File: config.mk
export PLATFORM = sky130hd
export DESIGN_NAME = mat_scalar_seq
export DESIGN_NICKNAME = d
export VERILOG_FILES = /design/src/rtl/mat_scalar_seq.sv
export SDC_FILE = /design/constraint.sdc
export NUM_CORES = 1
export LEC_CHECK = 0
export BUFFER_PORTS_ARGS = -buffer_cell sky130_fd_sc_hd__clkbuf_2
export CAP_MARGIN = 40
export CORE_MARGIN = 5
export CORE_UTILIZATION = 46
export CTS_BUF_LIST = sky130_fd_sc_hd__clkbuf_4 sky130_fd_sc_hd__clkbuf_8 sky130_fd_sc_hd__clkbuf_16
export DETAILED_ROUTE_END_ITERATION = 8
export GPL_TIMING_DRIVEN = 1
export PLACE_DENSITY = 0.76
export SLEW_MARGIN = 20
export SYNTH_ARGS = -nofsm -noshare
export SYNTH_HDL_FRONTEND = slang
export SYNTH_SLANG_ARGS = --single-unit
File: constraint.sdc
create_clock -name clk -period 2.1 [get_ports clk]
set_input_delay 0.42 -clock clk [delete_from_list [all_inputs] [get_ports clk]]
set_output_delay 0.42 -clock clk [all_outputs]
set_load 0.01 [all_outputs]
File: src/rtl/mat_scalar_seq.sv
// mat_scalar_seq
//   Sequencer for a matrix-by-scalar operation. Latches a packed ROWSxROWS
//   matrix and a signed scalar on start, presents one row per cycle to an
//   external combinational row-by-scalar multiplier, captures each returned
//   row product into the result matrix and accumulates a sticky overflow flag.
//
// Ports
//   clk, rst       clock; synchronous active-high reset
//   start          begin a new operation (honoured only in IDLE)
//   mat_i          packed source matrix, row 0 in the MSBs, element 0 of a
//                  row in that row's MSBs
//   scalar_i       signed scalar
//   row_o          row currently presented to the multiplier
//   scalar_o       latched scalar presented to the multiplier
//   mult_rst_o     multiplier reset, high whenever not in RUN
//   row_res_i      row product returned by the multiplier
//   row_ovf_i      row overflow returned by the multiplier
//   mat_o          assembled result matrix, same packing as mat_i
//   ovf_o          sticky OR of row_ovf_i over the operation
//   busy           high in RUN and DONE
//   done           one-cycle completion pulse
module mat_scalar_seq #(
  parameter int ROWS   = 5,
  parameter int ELEM_W = 8
) (
  input  logic                          clk,
  input  logic                          rst,
  input  logic                          start,
  input  logic [ROWS*ROWS*ELEM_W-1:0]   mat_i,
  input  logic [ELEM_W-1:0]             scalar_i,
  output logic [ROWS*ELEM_W-1:0]        row_o,
  output logic [ELEM_W-1:0]             scalar_o,
  output logic                          mult_rst_o,
  input  logic [ROWS*ELEM_W-1:0]        row_res_i,
  input  logic                          row_ovf_i,
  output logic [ROWS*ROWS*ELEM_W-1:0]   mat_o,
  output logic                          ovf_o,
  output logic                          busy,
  output logic                          done
);

  localparam int ROW_W = ROWS * ELEM_W;
  localparam int MAT_W = ROWS * ROW_W;
  localparam int IDX_W = (ROWS > 1) ? $clog2(ROWS) : 1;
  localparam logic [IDX_W-1:0] LAST_IDX = IDX_W'(ROWS - 1);

  typedef enum logic [1:0] {IDLE, RUN, DONE} state_t;

  state_t              state_reg;
  logic [IDX_W-1:0]    idx_reg;
  logic [MAT_W-1:0]    mat_reg;
  logic [ELEM_W-1:0]   scalar_reg;
  logic [MAT_W-1:0]    res_reg;
  logic                ovf_reg;

  // Latched matrix viewed as an array of rows, row 0 taken from the MSBs.
  logic [ROW_W-1:0]    src_rows [ROWS];

  generate
    for (genvar gi = 0; gi < ROWS; gi++) begin : g_rows
      assign src_rows[gi] = mat_reg[MAT_W-1-gi*ROW_W -: ROW_W];
    end
  endgenerate

  // The index stays on the last row after RUN, so row_o keeps showing the
  // last row driven while IDLE/DONE hold the multiplier in reset.
  assign row_o      = src_rows[idx_reg];
  assign scalar_o   = scalar_reg;
  assign mult_rst_o = (state_reg != RUN);
  assign busy       = (state_reg != IDLE);
  assign done       = (state_reg == DONE);
  assign mat_o      = res_reg;
  assign ovf_o      = ovf_reg;

  always_ff @(posedge clk) begin
    if (rst) begin
      state_reg  <= IDLE;
      idx_reg    <= '0;
      mat_reg    <= '0;
      scalar_reg <= '0;
      res_reg    <= '0;
      ovf_reg    <= 1'b0;
    end else begin
      case (state_reg)
        IDLE: begin
          if (start) begin
            mat_reg    <= mat_i;
            scalar_reg <= scalar_i;
            idx_reg    <= '0;
            res_reg    <= '0;
            ovf_reg    <= 1'b0;
            state_reg  <= RUN;
          end
        end
        RUN: begin
          for (int r = 0; r < ROWS; r++) begin
            if (idx_reg == IDX_W'(r)) begin
              res_reg[MAT_W-1-r*ROW_W -: ROW_W] <= row_res_i;
            end
          end
          ovf_reg <= ovf_reg | row_ovf_i;
          if (idx_reg == LAST_IDX) begin
            state_reg <= DONE;
          end else begin
            idx_reg <= idx_reg + IDX_W'(1);
          end
        end
        DONE: begin
          state_reg <= IDLE;
        end
        default: begin
          state_reg <= IDLE;
        end
      endcase
    end
  end

endmodule

==> impl_metrics.toml, run 1 <==
[synth]
async_flop_share_pct = 0
synth_seq_cells = 414
synthFlopType = "dfxtp_1"
syn_inst = 1738
yosys.area.top_type = "dfxtp_1"
yosysSeqAreaShare_pct = 52.6
synthTopCellsByArea = "dfxtp_1 (53%), nand2_1 (9.9%), a21oi_1 (9.2%), a32o_1 (7.6%), mux2_2 (5.6%)"
synth_most_common_cell = "nand2_1"
yosys_warnings = 0
synthesis.area_um2 = 15800
syn_nets = 1995
synth_edf_count = 0
netlist.area_leader.share_pct = 52.6
synth_area_per_cell_um2 = 9.06
yosysUniqueCellTypes = 34
synthTopCellsByCount = "nand2_1 (417), dfxtp_1 (414), a21oi_1 (291), a32o_1 (120), clkbuf_1 (100)"

[die]
pin_count = 504
die-area_um2 = 38000
start_util_pct = 46.7
rows = 67
die_x_um = 195
coreArea_um2 = 33700
fp.dieH_um = 195

[sta]
fmax_mhz = 407
hold_violations = 0
period_share_pct = 117
setup_viol = 40
min_period_ns = 2.46
drv_slew = 0
fin_ws_ns = -0.358
worstMarginPinSlew_ns = 0.711
slew_headroom_pct = 52.6
rsz0062_at_grt = "yes"
finalClockSkew_ns = 0.0244
fin_hold_ws_ns = 0.0890

[global_route]
grt_max_degree = 156
grt_pass1_wl_um = 84800
overflow = 0
antenna_found_initial = 13
grt_usage_pct = 27.4
grt_pass1_vias = 15200

[worst_setup_path]
worstReg2RegStart = "idx_reg[0]$_SDFFE_PP0P_"
crit_arrival_ns = 2.04
end_kind = "output port"
path_max_fanout = 14
r2r_cells = 7
required_ns = 1.68
critPathKind = "reg -> out"
startpoint = "idx_reg[0]$_SDFFE_PP0P_"
cp-start-kind = "flip-flop"

[clocking]
cts.sinks = 414
cts_made_buffers = 44
clk_path_buf_depth = 3
cts_tree = "yes"
hold_buffers = 0
clk_latency_ns = 0.54
clockRootBuffer = "clkbuf_16"
path_clk_slew_ns = 0.06
htree_levels = 2

[placed_design]
postPlaceCellArea_um2 = 18900
gp_congestion = 0.943
place_hpwl_um = 38200
io_buffers = 503

[job]
maxCapViolCount = 0

[worst_hold_path]
hp-class = "in -> reg"
hp-start = "mat_i[191]"
holdPathStages = 3

[routing]
routed_wl_um = 56500
dr_total_vias = 15500
drtIter0Drc = 1282
drc_errors = 0
routed_via_density = 5.81
firstDrtPassIters = 5
post_drt_wl_per_cell_um = 21.2
postRouteAntennaNets = 0

[final_layout]
post-route-cell-area_um2 = 21000
drive_gt1_share_pct = 36.0
area_growth_syn_to_layout_pct = 33.3
num-fill-cells = 2790
nets = 2430

[pwr]
ir_worst_vdd_mv = 0.756
p_per_area_nw_per_um2 = 865
leakage_nw = 8.95

[outcome]
outcome = "finished with violations"
failed_checks = "setup timing"
repair_timing:
item                                    CTS  global route
endpoints found under the setup margin   42            42
resized for setup                        45            49
pin swaps                                 3             0
cloned                                    3             0
buffers inserted                          4             9
where the power goes:
group,switching (mW),leakage (nW),internal (mW)
sequential,0.166,3.37,8.12
clock,3.19,0.750,4.73
combinational,1.15,4.83,0.809
stage by stage:
stage | cells | setup slack (ns) | utilization (%) | TNS, ns | power (mW)
floorplan | 1738 | 0.0850 | - | 0 | 9.38
detailed placement | 2559 | 0.0631 | 56.0 | 0 | 10.2
global route | 2662 | -0.431 | 62.3 | -14.27 | 18.8
CTS | 2644 | -0.355 | 61.4 | -12.57 | 18.2
finish | 2662 | -0.358 | 62.3 | -11.38 | 18.2
global placement | 2559 | 0.112 | 56.0 | 0 | 10.2
layout by cell type, fill, tap and decap left out, drive strengths merged, types with 4 or more instances in the layout:
master    n
clkbuf  561
nand2   417
dfxtp   414
a21oi   291
a32o    120
mux2     78
buf      62
o21ai    45
nand4    41
a22o     40
nor2     40
a221oi   39
clkinv   12
diode     9
nor3      6
inv       6
ha        5
nor3b     4
layer usage:
layer / global-route usage (%) / vias to the layer above / wire length [um]
li1: - / 7095 / -
met1: 32.3 / 7386 / 20400
met2: 45.8 / 838 / 27300
met3: 8.89 / 150 / 6240
met4: 12.3 / 8 / 2510
met5: 0 / - / 55
cell families after synthesis:
kind of cell / Yosys count / synth area share, %
buffers and inverters: 180 / 4.83
flip-flops: 414 / 52.6
multiplexers: 81 / 5.77
AO/OA/AOI/OAI: 538 / 22.8
AND/OR/NAND/NOR: 520 / 13.5
adder cells (fa/ha/maj): 5 / 0.397
critical path, stage by stage (launching register included):
cell	delay, ns
dfxtp_4	0.44
buf_12	0.20
mux2_2	0.37
a221oi_2	0.28
nor2_2	0.08
clkbuf_2	0.13
worst paths after layout:
check | end | slack (ns)
max | row_o[38] | -0.36
min | mat_reg[191]$_SDFFE_PP0P_ | 0.09
max reg2reg | mat_o[169]$_SDFFE_PP0P_ | 0.11
min reg2reg | mat_reg[187]$_SDFFE_PP0P_ | 0.45
final cells by class:
class	instances	area (um^2)	share of cell area [%]
clock inverters	18	200	0.953
diodes	9	22.5	0.107
repair buffers	564	3450	16.4
flip-flops and latches	414	8300	39.5
clock buffers	60	1300	6.20
multi-input cells	1144	7150	34.0
well taps	448	561	2.67
inverters	5	18.8	0.0894
(Power assumes the default switching activity.)
==> run 2, diff against run 1 <==
RECOVER_POWER = 25   (was default)
==> run 2 against run 1 <==
The flow still finishes with violations (setup timing); hold slack lost 0.0034 ns; total power is essentially flat; critical path type unchanged; worst setup slack gained 0.0037 ns; largest cell class unchanged; non-clock buffer count unchanged; global-route usage did not move; critical path depth is the same; first-iteration DRC count rose by 2.3%; utilization is 0.58 points lower; final cell count unchanged.
==> impl_metrics.toml, run 2 (synthesis gave the netlist of run 1 again) <==
[routing]
routed_wl_um = 56300
routed_via_density = 5.79
firstDrtPassIters = 6
drc_errors = 0
drtIter0Drc = 1311
post_drt_wl_per_cell_um = 21.1
postRouteAntennaNets = 0
dr_total_vias = 15400

[pwr]
p_total_mw = 18.2
leakage_nw = 8.41
p_comb_share_pct = 10.7
netSwitchingFraction_pct = 24.8
p_per_area_nw_per_um2 = 873
clockPowerShare_pct = 43.6
ir_worst_vdd_mv = 0.760
p_seq_share_pct = 45.6
power.switching_mw = 4.51
internal_power_mw = 13.6

[die]
coreArea_um2 = 33700
fp.dieH_um = 195
start_util_pct = 46.7
die_x_um = 195
die-area_um2 = 38000
pin_count = 504
rows = 67

[sta]
slew_headroom_pct = 52.6
finalClockSkew_ns = 0.0262
period_share_pct = 117
drv_slew = 0
worstMarginPinSlew_ns = 0.712
hold_violations = 0
min_period_ns = 2.45
setup_viol = 40
fin_ws_ns = -0.354
fmax_mhz = 407
rsz0062_at_grt = "yes"
finalSetupTns_ns = -11.44

[placed_design]
postPlaceCellArea_um2 = 18900
gp_congestion = 0.943
place_hpwl_um = 38200
placed_cells = 2559
io_buffers = 503

[final_layout]
most-common-layout-cells = "nand2_1 (417), dfxtp_1 (410), clkbuf_2 (343)"
post-route-cell-area_um2 = 20800
instances_no_fill = 2662
drive_gt1_share_pct = 28.9
num-fill-cells = 2863
area_growth_syn_to_layout_pct = 32.1
multi_input_area_um2 = 7150
utilization_pct = 61.7
nets = 2430
regArea_um2 = 8300
final_common_cell = "nand2_1"

[global_route]
grt_pass1_wl_um = 84800
grt_usage_pct = 27.4
grt_max_degree = 156
grt_pass1_vias = 15200
antenna_found_initial = 13
overflow = 0

[clocking]
clockRootBuffer = "clkbuf_16"
cts.sinks = 414
cts_made_buffers = 44
cts_tree = "yes"
clk_latency_ns = 0.55
path_clk_slew_ns = 0.06
clk_path_buf_depth = 3
htree_levels = 2

[worst_setup_path]
cp-start-kind = "flip-flop"
slowest_stage = "dfxtp_4"
end_kind = "output port"
slowest_delay_ns = 0.45
path_max_fanout = 14
required_ns = 1.68
crit_arrival_ns = 2.03
crit_chain = "buf_12 > mux2_2 > a221oi_2 > nor2_2 > clkbuf_2"
critPathKind = "reg -> out"

[outcome]
failed_checks = "setup timing"
outcome = "finished with violations"

[worst_hold_path]
hp-class = "in -> reg"

[job]
maxCapViolCount = 0
-- run 2: changes by cell type in the layout (fill, tap and decap cells not counted) --
cell and delta:
clkbuf_2 -156, clkbuf_1 +156
-- run 2: power groups by stage --
stage               registers, mW  clock network (mW)  logic, mW
floorplan                    8.40                   0      0.979
global placement             8.43                   0       1.75
detailed placement           8.44                   0       1.79
CTS                          8.28                8.04       1.87
global route                 8.31                8.37       2.09
finish                       8.29                7.92       1.95
-- run 2: metrics by stage --
stage          hold WS [ns]  setup slack, ns
2_1_floorplan         0.433           0.0850
3_3_place_gp          0.438            0.112
3_5_place_dp          0.444           0.0631
4_1_cts              0.0634           -0.355
5_1_grt              0.0771           -0.431
6_report             0.0856           -0.354
-- run 2: area by class of cell --
class                      instances  area share (%)
inverter                           5          0.0902
clock inverter                    18           0.962
clock buffer                      60            6.26
antenna                            9           0.108
multi-input combinational       1144            34.4
sequential                       414            39.9
timing repair buffer             564            15.6
tap                              448            2.69
-- run 2: layer usage --
layer / vias up / global-route usage (%) / part of all wire [%]
li1: 7092 / - / -
met1: 7377 / 32.3 / 36
met2: 799 / 45.8 / 49
met3: 141 / 8.89 / 11
met4: 8 / 12.3 / 4.2
met5: - / 0 / 0.098
-- run 2: what timing repair did --
action / 4_1_cts / 5_1_grt
hold buffers: 0 / 0
pin swaps: 3 / 0
endpoints found under the setup margin: 42 / 42
resized for setup: 45 / 49
cloned: 3 / 0
endpoints found under the hold margin: 0 / 0
buffers inserted: 4 / 9
-- run 2: path summary, 6_finish.rpt --
check                            startpoint                         to  slack (ns)  cells after the start
hold / removal                   mat_i[191]  mat_reg[191]$_SDFFE_PP0P_        0.09                      3
setup / recovery    idx_reg[0]$_SDFFE_PP0P_                  row_o[38]       -0.35                      5
setup reg to reg    idx_reg[0]$_SDFFE_PP0P_    mat_o[169]$_SDFFE_PP0P_        0.11                      7
hold reg to reg   mat_reg[187]$_SDFFE_PP0P_  mat_reg[187]$_SDFFE_PP0P_        0.45                      2
-- run 2: critical path: cells and delay by family, from the launching register on --
family,cells,cell delay (ns)
AO/OA/AOI/OAI,1,0.28
buffers and inverters,2,0.34
flip-flops,1,0.45
multiplexers,1,0.36
AND/OR/NAND/NOR,1,0.08
